## src/rtl/ro_odometer_ctrl.sv

```systemverilog
// ro_odometer_ctrl: stress / settle / measure sequencer and edge counters
// for N_CH ring-oscillator odometer channels (each a ref RO and a stressed RO).
// Optional feature macro: RO_ODO_CONT_EN (continuous re-run after each drain).
// Ports:
//   clk, rst_n          clock, async active-low reset
//   start, abort        run request (ignored while busy), return-to-idle
//   stress_cycles       stress duration, latched on accepted start
//   cont_mode           re-run request (only with RO_ODO_CONT_EN)
//   ref_ro_out/str_ro_out  raw RO outputs, asynchronous to clk
//   ref_ctrl/str_ctrl   per-channel {ro_sleep,en_ro,en_trans,nmos_g}
//   busy, done          not-idle flag, end-of-run pulse
//   res_valid/res_ready result beat handshake
//   res_ch, res_ref_cnt, res_str_cnt, res_delta, res_sat  beat payload
module ro_odometer_ctrl #(
  parameter int N_CH          = 4,
  parameter int CNT_W         = 16,
  parameter int GATE_CYCLES   = 1024,
  parameter int SETTLE_CYCLES = 16,
  parameter int STRESS_W      = 32,
  localparam int CH_W = (N_CH > 1) ? $clog2(N_CH) : 1
) (
  input  logic                clk,
  input  logic                rst_n,
  input  logic                start,
  input  logic                abort,
  input  logic [STRESS_W-1:0] stress_cycles,
  input  logic                cont_mode,
  input  logic [N_CH-1:0]     ref_ro_out,
  input  logic [N_CH-1:0]     str_ro_out,
  output logic [4*N_CH-1:0]   ref_ctrl,
  output logic [4*N_CH-1:0]   str_ctrl,
  output logic                busy,
  output logic                done,
  output logic                res_valid,
  input  logic                res_ready,
  output logic [CH_W-1:0]     res_ch,
  output logic [CNT_W-1:0]    res_ref_cnt,
  output logic [CNT_W-1:0]    res_str_cnt,
  output logic [CNT_W:0]      res_delta,
  output logic                res_sat
);

  localparam int TW = (STRESS_W > 32) ? STRESS_W : 32;

  localparam logic [3:0] M_IDLE  = 4'b1010;
  localparam logic [3:0] M_RUN   = 4'b1110;
  localparam logic [3:0] M_SLEEP = 4'b0000;
  localparam logic [3:0] M_STR   = 4'b1001;

  typedef enum logic [2:0] {
    S_IDLE, S_STRESS, S_SETTLE, S_MEAS, S_DRAIN
  } state_t;

  state_t          state, state_nxt;
  logic [TW-1:0]   tmr, tmr_nxt;
  logic [CH_W-1:0] ch_idx, ch_nxt;
  logic            done_nxt;
  logic            hs, last;

  logic [N_CH-1:0] ref_s1, ref_s2, ref_d;
  logic [N_CH-1:0] str_s1, str_s2, str_d;
  logic [N_CH-1:0] ref_edge, str_edge;
  logic [CNT_W-1:0] ref_cnt [N_CH];
  logic [CNT_W-1:0] str_cnt [N_CH];

  logic [3:0] ref_mode, str_mode;

`ifdef RO_ODO_CONT_EN
  logic [STRESS_W-1:0] stress_lat;
  logic                lat_ld;
`else
  logic unused_cont;
  assign unused_cont = cont_mode;
`endif

  assign hs   = res_valid && res_ready;
  assign last = (ch_idx == CH_W'(N_CH-1));

  always_comb begin
    state_nxt = state;
    tmr_nxt   = tmr;
    ch_nxt    = ch_idx;
    done_nxt  = 1'b0;
`ifdef RO_ODO_CONT_EN
    lat_ld    = 1'b0;
`endif
    unique case (state)
      S_IDLE: begin
        if (start) begin
`ifdef RO_ODO_CONT_EN
          lat_ld = 1'b1;
`endif
          if (stress_cycles == '0) begin
            state_nxt = S_SETTLE;
            tmr_nxt   = TW'(SETTLE_CYCLES-1);
          end else begin
            state_nxt = S_STRESS;
            tmr_nxt   = TW'(stress_cycles) - 1'b1;
          end
        end
      end
      S_STRESS: begin
        if (tmr == '0) begin
          state_nxt = S_SETTLE;
          tmr_nxt   = TW'(SETTLE_CYCLES-1);
        end else begin
          tmr_nxt = tmr - 1'b1;
        end
      end
      S_SETTLE: begin
        if (tmr == '0) begin
          state_nxt = S_MEAS;
          tmr_nxt   = TW'(GATE_CYCLES-1);
        end else begin
          tmr_nxt = tmr - 1'b1;
        end
      end
      S_MEAS: begin
        if (tmr == '0) begin
          state_nxt = S_DRAIN;
          ch_nxt    = '0;
        end else begin
          tmr_nxt = tmr - 1'b1;
        end
      end
      S_DRAIN: begin
        if (hs) begin
          if (last) begin
            done_nxt  = 1'b1;
            ch_nxt    = '0;
            state_nxt = S_IDLE;
`ifdef RO_ODO_CONT_EN
            if (cont_mode) begin
              if (stress_lat == '0) begin
                state_nxt = S_SETTLE;
                tmr_nxt   = TW'(SETTLE_CYCLES-1);
              end else begin
                state_nxt = S_STRESS;
                tmr_nxt   = TW'(stress_lat) - 1'b1;
              end
            end
`endif
          end else begin
            ch_nxt = ch_idx + 1'b1;
          end
        end
      end
      default: state_nxt = S_IDLE;
    endcase
    // abort wins over every transition, including a same-cycle start
    if (abort) begin
      state_nxt = S_IDLE;
      ch_nxt    = '0;
      done_nxt  = 1'b0;
`ifdef RO_ODO_CONT_EN
      lat_ld    = 1'b0;
`endif
    end
  end

  always_ff @(posedge clk or negedge rst_n) begin
    if (!rst_n) begin
      state  <= S_IDLE;
      tmr    <= '0;
      ch_idx <= '0;
      done   <= 1'b0;
    end else begin
      state  <= state_nxt;
      tmr    <= tmr_nxt;
      ch_idx <= ch_nxt;
      done   <= done_nxt;
    end
  end

`ifdef RO_ODO_CONT_EN
  always_ff @(posedge clk or negedge rst_n) begin
    if (!rst_n)      stress_lat <= '0;
    else if (lat_ld) stress_lat <= stress_cycles;
  end
`endif

  // 2-flop synchroniser plus history flop per RO
  always_ff @(posedge clk or negedge rst_n) begin
    if (!rst_n) begin
      ref_s1 <= '0; ref_s2 <= '0; ref_d <= '0;
      str_s1 <= '0; str_s2 <= '0; str_d <= '0;
    end else begin
      ref_s1 <= ref_ro_out; ref_s2 <= ref_s1; ref_d <= ref_s2;
      str_s1 <= str_ro_out; str_s2 <= str_s1; str_d <= str_s2;
    end
  end

  assign ref_edge = ref_s2 & ~ref_d;
  assign str_edge = str_s2 & ~str_d;

  // saturating counters, cleared during SETTLE, enabled only in MEAS
  always_ff @(posedge clk or negedge rst_n) begin
    if (!rst_n) begin
      for (int i = 0; i < N_CH; i++) begin
        ref_cnt[i] <= '0;
        str_cnt[i] <= '0;
      end
    end else begin
      for (int i = 0; i < N_CH; i++) begin
        if (state == S_SETTLE) begin
          ref_cnt[i] <= '0;
          str_cnt[i] <= '0;
        end else if (state == S_MEAS) begin
          if (ref_edge[i] && ref_cnt[i] != '1)
            ref_cnt[i] <= ref_cnt[i] + 1'b1;
          if (str_edge[i] && str_cnt[i] != '1)
            str_cnt[i] <= str_cnt[i] + 1'b1;
        end
      end
    end
  end

  always_comb begin
    ref_mode = M_IDLE;
    str_mode = M_IDLE;
    unique case (state)
      S_STRESS: begin
        ref_mode = M_SLEEP;
        str_mode = M_STR;
      end
      S_SETTLE, S_MEAS: begin
        ref_mode = M_RUN;
        str_mode = M_RUN;
      end
      default: ;
    endcase
  end

  assign ref_ctrl = {N_CH{ref_mode}};
  assign str_ctrl = {N_CH{str_mode}};

  assign busy        = (state != S_IDLE);
  assign res_valid   = (state == S_DRAIN);
  assign res_ch      = ch_idx;
  assign res_ref_cnt = ref_cnt[ch_idx];
  assign res_str_cnt = str_cnt[ch_idx];
  assign res_delta   = $signed({1'b0, res_ref_cnt})
                     - $signed({1'b0, res_str_cnt});
  assign res_sat     = (res_ref_cnt == '1) || (res_str_cnt == '1);

endmodule

```

## config.mk

```make
export PLATFORM = sky130hd
export DESIGN_NAME = ro_odometer_ctrl
export DESIGN_NICKNAME = d
export VERILOG_FILES = /design/src/rtl/ro_odometer_ctrl.sv
export SDC_FILE = /design/constraint.sdc
export NUM_CORES = 1
export LEC_CHECK = 0
export ABC_CLOCK_PERIOD_IN_PS = 7650
export BUFFER_PORTS_ARGS = -buffer_cell sky130_fd_sc_hd__clkbuf_2
export CAP_MARGIN = 20
export CORE_AREA = 2 2 175 177
export CTS_CLUSTER_SIZE = 28
export DETAILED_ROUTE_END_ITERATION = 10
export DIE_AREA = 0 0 177 179
export SLEW_MARGIN = 10
export SYNTH_ARGS = -nofsm -noshare
export SYNTH_HDL_FRONTEND = slang
export SYNTH_SLANG_ARGS = --single-unit
```

## constraint.sdc

```tcl
create_clock -name clk -period 7.65 [get_ports clk]
set_clock_uncertainty 0.1 [all_clocks]
set_input_delay 1.1475 -clock clk [delete_from_list [all_inputs] [get_ports clk]]
set_output_delay 1.1475 -clock clk [all_outputs]
set_load 0.02 [all_outputs]
```

==> flow_summary_export.csv <==
group,metric,value,unit
power_and_ir_drop,sw_frac_of_total,34.0,%
synth,synth.avg_cell_area,9.46,µm²
timing,rsz0062_at_grt,"no",
route,drt-met1-wl,14.3,mm
grt,grt_use_total,19.5,%
route,drc,0,
route,vias_per_cell,5.50,
route,firstDrtPassIters,7,
route,wl_per_cell,17.3,µm
final_layout,area_growth,11.8,%
power_and_ir_drop,p_int,1.89,mW
final_layout,mostFrequentLayoutCells,"190 x nor2_1, 189 x dfrtp_1, 122 x clkbuf_2",
grt,grt_start_max_net_pins,118,
synth,synth_cells,1250,
power_and_ir_drop,clockPowerShare,32.2,%
grt,antenna_found_initial,1,
clock_network,cts_hold_buf,0,
synth,yosys_warnings,0,
die,die_h,179,µm
placement,dp_hpwl,22.1,mm
route,wl_met3,1.89,mm
setup_path,cp-start-kind,"flop",
die,rows,64,
setup_path,crit_fanout,33,
setup_path,cp.arrival,4200,ps
synth,ys_types,77,
synth,synthArstFlopShare,100,%
route,wl,30.2,mm
clock_network,path_clk_slew,70,ps
placement,place.gp.congestion,0.905,
timing,hold_viol_final,0,
synth,syn-cell-area,0.0118,mm²
synth,ys_ff_latch,190,
synth,synth_edf_count,0,
timing,tightest_slew,1030,ps
grt,grt_pass1_vias,8852,
route,topRoutingLayerUsed,"met5",
power_and_ir_drop,power.density,216,mW/mm²
final_layout,drive_gt1_share,16.6,%
clock_network,clk_latency,440,ps
setup_path,end_kind,"primary output",
die,ioPinCount,133,
die,die-area,0.0317,mm²
setup_path,cp.required,6400,ps
power_and_ir_drop,vdd_drop_max,164,µV
timing,tns,0,ps
grt,overflow,0,
setup_path,path_common_cell,"o211ai_1",
grt,grt_pass1_wl,48.5,mm
clock_network,post_cts_resized,0,
hold_path,holdCritPathClass,"flop to flop",
route,wl_met2,13.5,mm
power_and_ir_drop,seqPwrFrac,41.9,%
clock_network,post_cts_buffers,0,
synth,yosysTopAreaCell,"dfrtp_1",
status,outcome,"complete, no violations",
route,dr_total_vias,9579,
timing,finalCritPeriodShare,71.2,%
clock_network,clockBufferDepth,2,
die,core_area,0.0300,mm²
route,ant_nets,0,
power_and_ir_drop,power_leakage,5.68,nW
die,die_w,177,µm
setup_path,slowest_delay,660,ps
setup_path,r2r_slack,4040,ps
clock_network,clock-sinks,190,
synth,ys_top_cells_by_area,"dfrtp_1 40%, mux4_2 6.1%, nor2_1 6.1%",
timing,slew_viol_final,0,
synth,synth_top_area_share,40.2,%
power_and_ir_drop,power_switching,973,µW
clock_network,cts_buffers,17,
timing,setup_viol,0,
timing,finalCriticalPeriod,5450,ps
clock_network,cts-root-buf,"clkbuf_16",
setup_path,slowest_stage,"mux4_2",
clock_network,htree_levels,4,
power_and_ir_drop,p_comb_share,25.8,%
synth,synth-main-ff-cell,"dfrtp_1",
synth,seq_area_frac_synth,40.2,%
setup_path,worstSetupPathType,"flop to primary output",
placement,port_buffers,123,
timing,maxSlewHeadroom,31.3,%
final_layout,antenna_cells,0,
flow_run,maxCapViolCount,0,
final_layout,fin_nets,1407,
clock_network,cts_tree,"done",
final_layout,final_util,44.0,%
die,start_util,39.4,%
final_layout,layout_commonest_cell,"nor2_1",
final_layout,stdcell_count,1741,
setup_path,crit_chain,"buf_4, mux4_2, ha_1, nor2b_1, o31a_1, o211ai_1, a21oi_1, o31ai_1, o211ai_1, a31oi_1, clkbuf_2",
placement,dp.cells,1708,
route,drt_iter0_markers,700,
timing,fmax,0.184,GHz
## registers in the layout (all words and copies together) (netlist names)
register	flops
state	3
ref_cnt	64
str_cnt	64
res_ch	2
ref_s1	4
str_s1	4
done	1
tmr	32
str_d	4
ref_s2	4
ref_d	4
str_s2	4
## per-stage QoR
stage | total power, mW | cell area (µm²) | hold WS [ps] | setup WS (ps)
floorplan | 1.73 | 11800 | 231 | 2650
global placement | 1.94 | 12600 | 233 | 2670
detailed placement | 1.95 | 12600 | 235 | 2620
CTS | 2.88 | 13200 | 251 | 2160
global route | 3.01 | 13200 | 254 | 1860
finish | 2.86 | 13200 | 248 | 2200
## area by class of cell
cell class                 count  area (µm²)
inverter                      50         188
timing repair buffer         129         677
fill                        2928       16800
clock buffer                  19         433
sequential                   190        4760
tap                          396         495
multi-input combinational    944        6510
clock inverter                13         166
## cell usage after synthesis (6+ instances only)
master      n
nand2_1    88
or4_1       9
ha_1       28
o21a_1      7
xnor2_1    70
nor3_1     39
o21ai_1     6
o22ai_1     8
a221o_1     6
mux4_2     32
buf_4      29
xor2_1     81
clkbuf_1   28
and3_1     15
nand2b_1   11
nand3_1    48
and2_1      7
buf_2      10
nand4_1    35
a211oi_1    8
nor4_1     12
or3_1      25
a21oi_1    34
dfrtp_1   190
nor2_1    191
mux2i_1     7
inv_1      49
o21ai_0    44
nor3b_1     7
and4_1     15
a31oi_1     6
## critical path: cells and delay by family (launching register included)
| kind | cells | cell delay [ps] |
|---|---|---|
| multiplexers | 1 | 660 |
| adder cells (fa/ha/maj) | 1 | 370 |
| AND/OR/NAND/NOR | 1 | 160 |
| flip-flops | 1 | 390 |
| AO/OA/AOI/OAI | 6 | 1460 |
| buffers and inverters | 2 | 710 |
## cells by family after synthesis
family,share of synthesized area (%)
xor gates and xnor gates,11.2
DFF,40.2
and+or+nand+nor,23.1
other,0.0635
buffers and inverters,4.99
muxes,6.88
AOI/OAI and AO/OA,10.5
adders and majority gates,3.13
## worst paths after layout
path	startpoint	end	depth (start not counted)
setup / recovery	res_ch[0]$_DFFE_PN0P_	res_delta[16]	11
hold / removal	str_s1[2]$_DFF_PN0_	str_s2[2]$_DFF_PN0_	0
setup reg to reg	tmr[0]$_DFFE_PN0P_	tmr[22]$_DFFE_PN0P_	9
hold reg to reg	str_s1[2]$_DFF_PN0_	str_s2[2]$_DFF_PN0_	0
max in group asynchronous	rst_n	res_ch[0]$_DFFE_PN0P_	2
min in group asynchronous	rst_n	ref_cnt[49]$_DFFE_PN0P_	1
## layer usage
layer  vias up  GRT usage [%]
li1       4579              -
met1      4669           27.9
met2       302           30.3
met3        27           3.46
met4         2           5.06
met5         -              0
## power by group through the flow
| stage | registers [mW] | logic [mW] | clock network (mW) |
|---|---|---|---|
| 6_report | 1.20 | 0.738 | 0.922 |
| 5_1_grt | 1.21 | 0.814 | 0.983 |
| 4_1_cts | 1.20 | 0.740 | 0.941 |
| 3_5_place_dp | 1.22 | 0.738 | 0 |
| 3_3_place_gp | 1.21 | 0.728 | 0 |
| 2_1_floorplan | 1.18 | 0.542 | 0 |
No activity file was read; power rests on OpenSTA's default activity.
